`src/rtl/bank_pkg.sv`:
```
// Shared widths, constants, sensor FSM state type and the wait-time helper for the bank
// queue controller.
package bank_pkg;

   localparam int unsigned MIN_PER_CUSTOMER = 3;
   localparam int unsigned PCOUNT_W         = 4;
   localparam int unsigned WTIME_W          = 5;
   localparam int unsigned TCOUNT_W         = 2;

   typedef enum logic {
      SensIdle,
      SensHigh
   } sens_state_e;

   // Divisor is always a constant 1, 2 or 3, so each branch becomes small fixed logic.
   // Zero tellers behaves like one teller.
   function automatic logic [WTIME_W-1:0] calc_wtime(logic [PCOUNT_W-1:0] p,
                                                     logic [TCOUNT_W-1:0] tc);
      logic [7:0] n;
      logic [7:0] q;
      n = 8'(p);
      case (tc)
         2'd0, 2'd1: q = 8'(MIN_PER_CUSTOMER) * n;
         2'd2:       q = (8'(MIN_PER_CUSTOMER) * (n + 8'd1)) / 8'd2;
         default:    q = (8'(MIN_PER_CUSTOMER) * (n + 8'd2)) / 8'd3;
      endcase
      if (p == '0) q = '0;
      return q[WTIME_W-1:0];
   endfunction

endpackage

```
`src/rtl/bank_sensor_edge.sv`:
```
// Photocell front end: 2-flop synchronizer, optional debounce (SENSOR_DEBOUNCE_EN) and an
// IDLE/HIGH FSM that emits a one-cycle event on each accepted rising edge.
module bank_sensor_edge
   import bank_pkg::*;
#(
   parameter int unsigned DEB_CYCLES = 4
) (
   input  logic clk,
   input  logic rst,
   input  logic sensor,
   output logic evt
);

   if (DEB_CYCLES < 2 || DEB_CYCLES > 255) begin : g_bad_deb
      $error("DEB_CYCLES out of range 2..255");
   end

   logic [1:0]  sync;
   logic        s;
   sens_state_e state;

   assign s = sync[1];

`ifdef SENSOR_DEBOUNCE_EN
   logic [7:0] deb_cnt;
   logic       lvl;
   logic       settled;

   assign lvl     = (state == SensHigh);
   assign settled = (deb_cnt == 8'(DEB_CYCLES));

   // The counter tracks how long the synchronized level has differed from the FSM level.
   always_ff @(posedge clk or posedge rst) begin
      if (rst) begin
         sync    <= '0;
         state   <= SensIdle;
         deb_cnt <= '0;
      end else begin
         sync <= {sync[0], sensor};
         if (s != lvl) begin
            if (settled) begin
               state   <= s ? SensHigh : SensIdle;
               deb_cnt <= '0;
            end else begin
               deb_cnt <= deb_cnt + 8'd1;
            end
         end else begin
            deb_cnt <= '0;
         end
      end
   end

   assign evt = (state == SensIdle) && s && settled;
`else
   always_ff @(posedge clk or posedge rst) begin
      if (rst) begin
         sync  <= '0;
         state <= SensIdle;
      end else begin
         sync  <= {sync[0], sensor};
         state <= s ? SensHigh : SensIdle;
      end
   end

   // Decoded from the registered state so the count lands on the edge of the transition.
   assign evt = (state == SensIdle) && s;
`endif

endmodule

```
`src/rtl/bank_queue_ctrl.sv`:
```
// Bank queue people counter with wait-time estimate; sensor debounce is enabled by defining
// SENSOR_DEBOUNCE_EN.
module bank_queue_ctrl
   import bank_pkg::*;
#(
   parameter int unsigned MAX_PEOPLE = 7,
   parameter int unsigned DEB_CYCLES = 4
) (
   input  logic                clk,
   input  logic                rst,
   input  logic                front_sensor,
   input  logic                back_sensor,
   input  logic [TCOUNT_W-1:0] tcount,
   output logic [PCOUNT_W-1:0] pcount,
   output logic [WTIME_W-1:0]  wtime,
   output logic                full,
   output logic                empty,
   output logic                reject
);

   if (MAX_PEOPLE < 1 || MAX_PEOPLE > 10) begin : g_bad_max
      $error("MAX_PEOPLE out of range 1..10");
   end

   localparam logic [PCOUNT_W-1:0] MaxCnt = PCOUNT_W'(MAX_PEOPLE);

   logic                entry_evt;
   logic                exit_evt;
   logic [PCOUNT_W-1:0] pcount_d;
   logic                reject_d;

   bank_sensor_edge #(.DEB_CYCLES(DEB_CYCLES)) u_front (
      .clk    (clk),
      .rst    (rst),
      .sensor (front_sensor),
      .evt    (entry_evt)
   );

   bank_sensor_edge #(.DEB_CYCLES(DEB_CYCLES)) u_back (
      .clk    (clk),
      .rst    (rst),
      .sensor (back_sensor),
      .evt    (exit_evt)
   );

   // Simultaneous entry and exit cancel regardless of full/empty.
   always_comb begin
      pcount_d = pcount;
      reject_d = 1'b0;
      if (entry_evt && !exit_evt) begin
         if (full) reject_d = 1'b1;
         else      pcount_d = pcount + 4'd1;
      end else if (exit_evt && !entry_evt) begin
         if (!empty) pcount_d = pcount - 4'd1;
      end
   end

   always_ff @(posedge clk or posedge rst) begin
      if (rst) begin
         pcount <= '0;
         wtime  <= '0;
         full   <= 1'b0;
         empty  <= 1'b1;
         reject <= 1'b0;
      end else begin
         pcount <= pcount_d;
         full   <= (pcount_d == MaxCnt);
         empty  <= (pcount_d == '0);
         reject <= reject_d;
         wtime  <= calc_wtime(pcount, tcount);
      end
   end

endmodule

```
`config.mk`:
```
export PLATFORM = sky130hd
export DESIGN_NAME = bank_queue_ctrl
export DESIGN_NICKNAME = d
export VERILOG_FILES = /design/src/rtl/bank_pkg.sv /design/src/rtl/bank_sensor_edge.sv /design/src/rtl/bank_queue_ctrl.sv
export SDC_FILE = /design/constraint.sdc
export NUM_CORES = 1
export LEC_CHECK = 0
export ABC_AREA = 0
export CAP_MARGIN = 20
export CORE_UTILIZATION = 58
export DETAILED_ROUTE_END_ITERATION = 8
export PLACE_DENSITY = 0.83
export SLEW_MARGIN = 30
export SYNTH_ARGS = -nofsm -noshare
export SYNTH_HDL_FRONTEND = slang
export SYNTH_SLANG_ARGS = --single-unit
```
`constraint.sdc`:
```
create_clock -name clk -period 7.05 [get_ports clk]
set_input_delay 1.41 -clock clk [delete_from_list [all_inputs] [get_ports clk]]
set_output_delay 1.41 -clock clk [all_outputs]
set_load 0.02 [all_outputs]
```
==> run summary <==
=================================================================================================
Placer congestion estimate                                                                  0.889
Total of flip-flops plus latches after synthesis                                               18
Max-cap violations                                                                              0
Clock transition at the registers of the reported paths                                   0.13 ns
Worst Max-Slew Pin Slew                                                                  0.674 ns
Layout Skew                                                                             0.0119 ns
Final-layout setup total negative slack                                                      0 ns
Number of pins exceeding their max-slew limit in the final report                               0
Pre-CTS WS                                                                                3.53 ns
Cell type with the largest total area after synthesis                                     dfrtp_1
Overall overflow remaining after global route                                                   0
Net Count, Synth                                                                              204
Tcrit/Tclk final                                                                            0.520
Sequential element share of the synthesized area                                            0.285
Clock Tree Buf Depth                                                                            2
Net count, final                                                                              220
Number of instances resized during post-cts repair                                              0
Iteration-0 DRC count of the detailed router                                                   37
Full die area                                                                        0.00295 mm^2
Average cell area after synthesis                                                       8.91 um^2
# fillers                                                                                     182
Worst Setup Start Kind                                                                       flop
Global-route wire length before repair                                                    5710 um
Hold buffer count at CTS                                                                        0
X dimension of the die                                                                    54.3 um
Most instantiated flip-flop cell in the synthesis netlist                                 dfrtp_1
Proportion of synthesized flip-flops having asynchronous set or reset                        1.00
Count of final setup violators                                                                  0
Peak Freq                                                                                 273 MHz
Diode insertion count for antenna repair                                                        0
Sink count of the clock tree                                                                   18
Area of the placeable core                                                           0.00252 mm^2
Endpoints failing hold                                                                          0
Core Rows                                                                                      18
RSZ-0062 raised after global routing                                                        false
Via Count                                                                                   1,337
Number of synthesis warnings                                                                    0
Top library cells by usage in the layout, fill and taps aside                        19 x ha_1, 17 x dfrtp_1, 17 x clkdlybuf4s50_1, 15 x nor2_1
Worst path setup slack after routing                                                      3.38 ns
Combined global-route utilization of all metal layers                                       0.277
Number of I/O port buffers                                                                     17
Area used by multi-input combinational logic                                         0.00105 mm^2
Hpwl dp                                                                                   2680 um
Yosys top cell area share                                                                   0.268
Endpoint required time on the critical path                                               7.28 ns
Mean routed wirelength per cell                                                           16.0 um
Arrival time at the worst endpoint                                                        3.90 ns
Area of the mapped netlist                                                           0.00159 mm^2
Leading cell type in the layout, fill and taps excluded                                      ha_1
Initial core utilization                                                                    0.629
Area used by sequential logic in the layout                                              452 um^2
Remaining routing DRC violations                                                                0
Synthesized instance count                                                                    178
Via-per-instance ratio                                                                       6.00
Maximum number of pins on one net before global-route repair                                   19
Number of buffers added by the clock tree synthesis step                                        3
Ratio of cells with drive above 1 in the final layout                                      0.0622
Clock insertion delay at the later pin of the skew report                                 0.32 ns
IO Pins                                                                                        18
Worst min-delay path category                                                          reg -> reg
Relative max-transition margin                                                              0.550
Result of the run                                                                    finished, final reports clean
Number of levels in the clock H-tree                                                            1
CTS tree                                                                                    built
Count of flip-flops with a built-in enable after synthesis                                      0
Y dimension of the die                                                                    54.3 um
Root buffer cell                                                                         clkbuf_4
Top cells by area in the synthesized netlist                                         dfrtp_1 27%, ha_1 15%, xnor2_1 5.0%
Number of global-route vias before repair                                                   1,253
Detailed Route WL                                                                         3560 um
Kind of critical path                                                                  reg -> reg
Number of buffers inserted by post-CTS setup repair                                             0
Largest fanout on the critical path                                                            15
Number of distinct library cell variants in the gate-level netlist after synthesis             51
Worst hold slack across all endpoints                                                    0.357 ns
Crit. End Element                                                                            flop
Antenna violations before repair                                                                0
Pre-Repair DR Iteration Count                                                                   4
Layout overhead on the synthesized area                                                     13.4%
Antenna-violating nets left                                                                     0
Min Tclk post-route                                                                       3.67 ns
=================================================================================================
==> worst max-delay path: stages (launching register included) <==
cell,delay (ns)
dfrtp_1,0.56
ha_1,0.34
nand2_2,0.16
inv_1,0.15
ha_1,0.56
nand2_1,0.10
o31ai_1,0.46
mux2_2,0.43
a2111oi_0,0.51
o22ai_1,0.13
and3_1,0.17
==> per-stage QoR <==
step                area [um^2]   util  instances
finish                     1800  0.713        223
global route               1800  0.713        223
CTS                        1800  0.713        223
detailed placement         1760  0.699        219
global placement           1760  0.699        219
floorplan                  1590      -        178
==> flip-flops by register name, indices dropped and copies added, names as in the netlist <==
register and count:
u_back.sync 2, u_front.sync 2, reject 1, u_front.state 1
wtime 5, u_back.state 1, empty 1, pcount 4
full 1
==> cells in the mapped netlist (2+ instances only) <==
master    instances
a21oi_1          10
xnor2_1           9
nor4_1            3
o21a_1            3
o221ai_1          3
clkbuf_1          4
o22ai_1           2
nor3_1            6
nor2_1           15
a311oi_1          2
nand2_1          13
o21ai_0           7
nor2b_1           4
ha_1             19
nand2b_1          3
dfrtp_1          17
a211oi_1          2
inv_1            13
o31ai_1           2
xor2_1            6
mux2i_1           4
a21o_1            2
==> cell families (layout without fill, tap and decap cells) <==
| kind of cell | count (synthesis) | in the layout | share of synthesized area |
|---|---|---|---|
| adders and majority gates | 20 | 20 | 0.162 |
| xor gates and xnor gates | 16 | 16 | 0.0931 |
| muxes | 5 | 5 | 0.0323 |
| DFF | 18 | 18 | 0.285 |
| buffers and inverters | 19 | 34 | 0.0505 |
| AOI/OAI and AO/OA | 45 | 45 | 0.201 |
| and+or+nand+nor | 55 | 55 | 0.176 |
==> per-layer routing <==
metal	GRT usage	part of all wire	vias up
met3	0.0694	0.064	7
met5	0	0	-
met4	0.111	0.014	0
li1	-	-	666
met2	0.425	0.45	46
met1	0.369	0.47	618
==> final timing paths <==
| path | cells after the start | endpoint | from | slack, ns |
|---|---|---|---|---|
| hold / removal | 0 | u_back.sync[1] | u_back.sync[0] | 0.36 |
| max in group asynchronous | 2 | full | rst | 5.14 |
| min in group asynchronous | 2 | reject | rst | 1.47 |
| hold reg to reg | 0 | u_back.sync[1] | u_back.sync[0] | 0.36 |
| setup / recovery | 10 | wtime[2] | pcount[2] | 3.38 |
| setup reg to reg | 10 | wtime[2] | pcount[2] | 3.38 |
==> cell type report <==
type,count,area share
Tap cell,30,0.0209
Clock buffer,4,0.0202
Timing Repair Buffer,17,0.0946
Multi-Input combinational cell,141,0.586
Inverter,13,0.0271
Sequential cell,18,0.251
Power is left out: the tool's default activity adds up to more than one toggle a clock period on the data nets, which glitch-free logic cannot reach.
